## src/rtl/cpu_pkg.sv

```systemverilog
// Shared CPU constants: ARM condition-field encodings and NZCV flag bit positions.
package cpu_pkg;

  localparam logic [3:0] COND_EQ = 4'b0000;
  localparam logic [3:0] COND_NE = 4'b0001;
  localparam logic [3:0] COND_CS = 4'b0010;
  localparam logic [3:0] COND_CC = 4'b0011;
  localparam logic [3:0] COND_MI = 4'b0100;
  localparam logic [3:0] COND_PL = 4'b0101;
  localparam logic [3:0] COND_VS = 4'b0110;
  localparam logic [3:0] COND_VC = 4'b0111;
  localparam logic [3:0] COND_HI = 4'b1000;
  localparam logic [3:0] COND_LS = 4'b1001;
  localparam logic [3:0] COND_GE = 4'b1010;
  localparam logic [3:0] COND_LT = 4'b1011;
  localparam logic [3:0] COND_GT = 4'b1100;
  localparam logic [3:0] COND_LE = 4'b1101;
  localparam logic [3:0] COND_AL = 4'b1110;
  localparam logic [3:0] COND_NV = 4'b1111;

  localparam int FLAG_N = 3;
  localparam int FLAG_Z = 2;
  localparam int FLAG_C = 1;
  localparam int FLAG_V = 0;

endpackage

```

## src/rtl/cond_check.sv

```systemverilog
// Evaluates a 4-bit condition field against stored NZCV flags; purely combinational.
module cond_check
  import cpu_pkg::*;
(
  input  logic [3:0] Cond,
  input  logic [3:0] Flags,
  output logic       CondEx
);

  logic n, z, c, v;

  assign n = Flags[FLAG_N];
  assign z = Flags[FLAG_Z];
  assign c = Flags[FLAG_C];
  assign v = Flags[FLAG_V];

  always_comb begin
    CondEx = 1'b0;
    case (Cond)
      COND_EQ: CondEx = z;
      COND_NE: CondEx = ~z;
      COND_CS: CondEx = c;
      COND_CC: CondEx = ~c;
      COND_MI: CondEx = n;
      COND_PL: CondEx = ~n;
      COND_VS: CondEx = v;
      COND_VC: CondEx = ~v;
      COND_HI: CondEx = c & ~z;
      COND_LS: CondEx = ~c | z;
      COND_GE: CondEx = (n == v);
      COND_LT: CondEx = (n != v);
      COND_GT: CondEx = ~z & (n == v);
      COND_LE: CondEx = z | (n != v);
      COND_AL: CondEx = 1'b1;
      default: CondEx = 1'b0;
    endcase
  end

endmodule

```

## src/rtl/cond_logic.sv

```systemverilog
// Conditional-execution stage: NZCV register, zero-latency strobe gating, saturating squash count.
// Flags update one cycle after a passing instruction; en=0 stalls all state and forces strobes low.
module cond_logic
  import cpu_pkg::*;
#(
  parameter int CNT_W = 16
) (
  input  logic             clk,
  input  logic             reset,
  input  logic             en,
  input  logic             InstrValid,
  input  logic [3:0]       Cond,
  input  logic [3:0]       ALUFlags,
  input  logic [1:0]       FlagW,
  input  logic             PCS,
  input  logic             RegW,
  input  logic             MemW,
  output logic             PCSrc,
  output logic             RegWrite,
  output logic             MemWrite,
  output logic             CondEx,
  output logic [3:0]       Flags,
  output logic [CNT_W-1:0] SquashCnt
);

  logic go;
  logic squash;

  // Condition is judged against the stored flags only, never this cycle's ALU result.
  cond_check uCondCheck (
    .Cond   (Cond),
    .Flags  (Flags),
    .CondEx (CondEx)
  );

  assign go       = en & InstrValid & CondEx;
  assign squash   = en & InstrValid & ~CondEx;
  assign PCSrc    = PCS  & go;
  assign RegWrite = RegW & go;
  assign MemWrite = MemW & go;

  always_ff @(posedge clk) begin
    if (reset) begin
      Flags <= 4'b0000;
    end else if (go) begin
      if (FlagW[1]) Flags[FLAG_N:FLAG_Z] <= ALUFlags[FLAG_N:FLAG_Z];
      if (FlagW[0]) Flags[FLAG_C:FLAG_V] <= ALUFlags[FLAG_C:FLAG_V];
    end
  end

  always_ff @(posedge clk) begin
    if (reset) begin
      SquashCnt <= '0;
    end else if (squash && (SquashCnt != '1)) begin
      SquashCnt <= SquashCnt + CNT_W'(1);
    end
  end

endmodule

```

## config.mk

```make
export PLATFORM = sky130hd
export DESIGN_NAME = cond_logic
export DESIGN_NICKNAME = d
export VERILOG_FILES = /design/src/rtl/cpu_pkg.sv /design/src/rtl/cond_check.sv /design/src/rtl/cond_logic.sv
export SDC_FILE = /design/constraint.sdc
export NUM_CORES = 1
export LEC_CHECK = 0
export CORE_MARGIN = 1.5
export CORE_UTILIZATION = 40
export DETAILED_ROUTE_END_ITERATION = 16
export GPL_TIMING_DRIVEN = 0
export PLACE_DENSITY = 0.75
export SLEW_MARGIN = 5
export SYNTH_ARGS = -nofsm -noshare
export SYNTH_HDL_FRONTEND = slang
export SYNTH_HIERARCHICAL = 1
export SYNTH_SLANG_ARGS = --single-unit
```

## constraint.sdc

```tcl
create_clock -name clk -period 2.3 [get_ports clk]
set_input_delay 0.46 -clock clk [delete_from_list [all_inputs] [get_ports clk]]
set_output_delay 0.46 -clock clk [all_outputs]
set_load 0.1 [all_outputs]
```

==> impl_metrics.tcl <==
set metrics [dict create \
    hold_violations 0 \
    antenna_found_initial 0 \
    clk_pin_slew_worst_paths_ns 0.12 \
    min_delay_path_depth 2 \
    worst_slack_ns -0.2943 \
    grt_pass1_wl_um 5775 \
    gp_congestion 0.8631 \
    fin_cells 229 \
    fin_skew_ns 0.002411 \
    rows 19 \
    ys_seq_elements 20 \
    cts_tree "yes" \
    syn_to_final_growth_pct 59.15 \
    r2r_start "Flags[2]$_SDFFE_PP0P_" \
    start_util_pct 43.13 \
    die_area_um2 3363 \
    cts_buffers 3 \
    violations "negative setup slack" \
    setup_violations 20 \
    hold_start "Flags[1]$_SDFFE_PP0P_" \
    antenna_left 0 \
    synth_nets 163 \
    synth_top_cell_by_area "dfxtp_1" \
    seqCellArea_um2 417.9 \
    place_inst 214 \
    final.period_utilization_pct 112.8 \
    fin_nets 217 \
    final_cell_area_um2 1926 \
    die-width_um 58.00 \
    hold-worst-slack_ns 0.4983 \
    start_kind "flip-flop" \
    cp_num_buf_inv 2 \
    r2r_slack_ns -0.29 \
    grt_start_max_net_pins 13 \
    r2r_end "SquashCnt[11]$_SDFFE_PP0P_" \
    syn_avg_cell_area_um2 8.344 \
    clk_latency_ns 0.29 \
    crit_family "simple AND/OR/NAND/NOR gates" \
    grt_util_all_layers_pct 21.80 \
    clk_path_buf_depth 2 \
    ys_warn_count 6 \
    synth-seq-area-share_pct 33.09 \
    hold_path_end "Flags[1]$_SDFFE_PP0P_" \
    leakage_nw 0.8392 \
    drt-total-wl_um 3491 \
    via_per_inst 5.633 \
    grt-ovfl-total 0 \
    drt-initial-drc-count 50 \
    crit_type "flip-flop to flip-flop" \
    path_common_cell "and3b_1" \
    outcome "finished with violations" \
    post_route_cells_drive_above_1_share_pct 29.29 \
    maxSlewViolCount 0 \
    drtPass1Iterations 10 \
    synthCells 145 \
    cts-root-buf "clkbuf_4" \
    peakVddDrop_uv 299.9 \
    wl_per_cell_um 15.24 \
    max_stage_delay_ns 0.48 \
    die_h_um 58.00 \
    fill_cells 225 \
    placed_area_um2 1697 \
    dp_hpwl_um 2394 \
    maxCapViolCount 0 \
    ff2ff_path_depth 10 \
    antennaDiodeCount 0 \
    slowest_stage "or4b_4" \
    synth_top_area_share_pct 33.09 \
    syn_area_um2 1210 \
    grt_pass1_vias 1249 \
    vias 1290 \
    rsz0062_at_grt "true" \
    fmaxAchievable_ghz 0.3855 \
    end_kind "flip-flop" \
    pre_cts_slack_ns -1.591 \
    yosys.cell_types.count 46 \
    arrival_ns 2.83 \
    min_path_type "flip-flop to flip-flop" \
    htreeDepth 1 \
    post-route-min-period_ns 2.594 \
    fp.coreArea_um2 2805 \
    critical_path.max_fanout 7 \
    clock-sinks 20 \
    power_density_nw_per_um2 415.8 \
    relSlewSlack_pct 34.91 \
    multiInputGateArea_um2 877.1 \
    p_total_mw 0.8007 \
    synthTopCellsByArea "dfxtp_1 33%, a21oi_1 6.2%, nand2_1 3.7%, nor2_1 3.4%, nand3_1 3.3%" \
    tightest_slew_ns 0.9747 \
    crit_required_ns 2.54 \
    ioPinCount 41 \
    path_cells "and3b_1 > a221oi_2 > a211o_1 > a211o_4 > buf_6 > and3b_1 > o41ai_2 > buf_4 > or4b_4 > a21oi_2" \
    drc_errors 0 \
    io_buffers 38 \
]
-- cells by family after synthesis --
kind of cell	after synthesis	synth area share, %
and+or+nand+nor	73	34.23
AOI/OAI and AO/OA	33	18.82
DFF	20	33.09
buffers and inverters	8	3.515
muxes	6	5.791
xor gates and xnor gates	4	3.517
adders and majority gates	1	1.034
-- registers in the layout, summed over array words and instances (netlist names) --
signal	flops
SquashCnt	16
Flags	4
-- through the flow --
stage	setup TNS [ns]	utilization, %
6_report	-3.843	68.64
5_1_grt	-5.214	68.64
4_1_cts	-4.108	65.61
3_5_place_dp	-19.34	60.48
3_3_place_gp	-18.26	60.48
2_1_floorplan	-4.891	-
-- routing by layer --
layer / up-vias / GRT usage (%) / wire length (um)
li1: 652 / - / -
met5: - / 0 / 0
met2: 23 / 40.42 / 1802
met1: 613 / 26.69 / 1584
met3: 2 / 2.902 / 87
met4: 0 / 4.651 / 17
-- layout by cell type (no fill, tap or decap), types with 4 or more instances in the layout --
cell,n
nor2_1,11
nand3_1,8
dfxtp_4,4
buf_4,12
o21ai_1,4
dlygate4sd2_1,17
dfxtp_1,14
dlymetal6s2s_1,4
nand2_1,12
nand4_1,5
nor2b_1,4
or3_1,5
buf_12,4
a21oi_1,11
a21oi_2,4
clkdlybuf4s50_1,12
-- layout make-up --
type,instances,area share [%]
clock buffers,4,2.469
repair buffers,50,26.06
inverters,1,0.1949
well taps,31,2.014
plain buffers,6,2.014
multi-input cells,117,45.55
flip-flops and latches,20,21.70
-- what timing repair did --
action,CTS,global route
setup buffers,10,3
endpoints found under the setup margin,41,24
hold endpoints to repair,0,0
gates resized for setup,62,16
pin swaps,4,4
hold buffers,0,0
-- synth_stat cells, drive strengths merged --
cell type	number
a22oi	1
nand3	9
nor3b	1
xnor2	2
ha	1
and3b	2
buf	4
o211ai	2
mux2	5
o31ai	2
a2111oi	1
nor2b	5
and2	4
or2b	1
xor2	2
a221oi	1
mux2i	1
o22ai	1
clkbuf	3
nor3	3
or3	6
nand2	12
and4	2
nor2	11
nor4	3
and3	3
a211o	2
nand3b	1
or4b	1
or4	1
a21oi	15
o21ai	6
nand4	6
dfxtp	20
inv	1
nand2b	2
o41ai	2
-- power breakdown --
| part | leakage, nW | switching [mW] | internal [mW] | total, mW |
|---|---|---|---|---|
| Clock | 0.0261 | 0.113 | 0.132 | 0.245 |
| Sequential | 0.165 | 0.00542 | 0.347 | 0.352 |
| Combinational | 0.648 | 0.114 | 0.0888 | 0.203 |
| Total | 0.839 | 0.233 | 0.568 | 0.801 |
-- worst reg2reg max path: stages, from the launching register on --
cell and delay (ns):
dfxtp_4 0.38, and3b_1 0.27, a221oi_2 0.08, a211o_1 0.25, a211o_4 0.34, buf_6 0.12
and3b_1 0.22, o41ai_2 0.08, buf_4 0.18, or4b_4 0.48, a21oi_2 0.14
-- how the worst max path moves through the flow --
stage	start	to	slack, ns	cells past startpoint
after floorplan	Flags[0]$_SDFFE_PP0P_	SquashCnt[11]$_SDFFE_PP0P_	-0.38	9
final	Flags[2]$_SDFFE_PP0P_	SquashCnt[11]$_SDFFE_PP0P_	-0.29	10
after detailed placement	Cond[2]	PCSrc	-1.59	9
after global routing	Flags[2]$_SDFFE_PP0P_	SquashCnt[11]$_SDFFE_PP0P_	-0.34	10
after global placement	Cond[2]	RegWrite	-1.54	9
after CTS	Flags[3]$_SDFFE_PP0P_	SquashCnt[11]$_SDFFE_PP0P_	-0.29	10
Note: power is estimated with default switching activity, not from simulation.
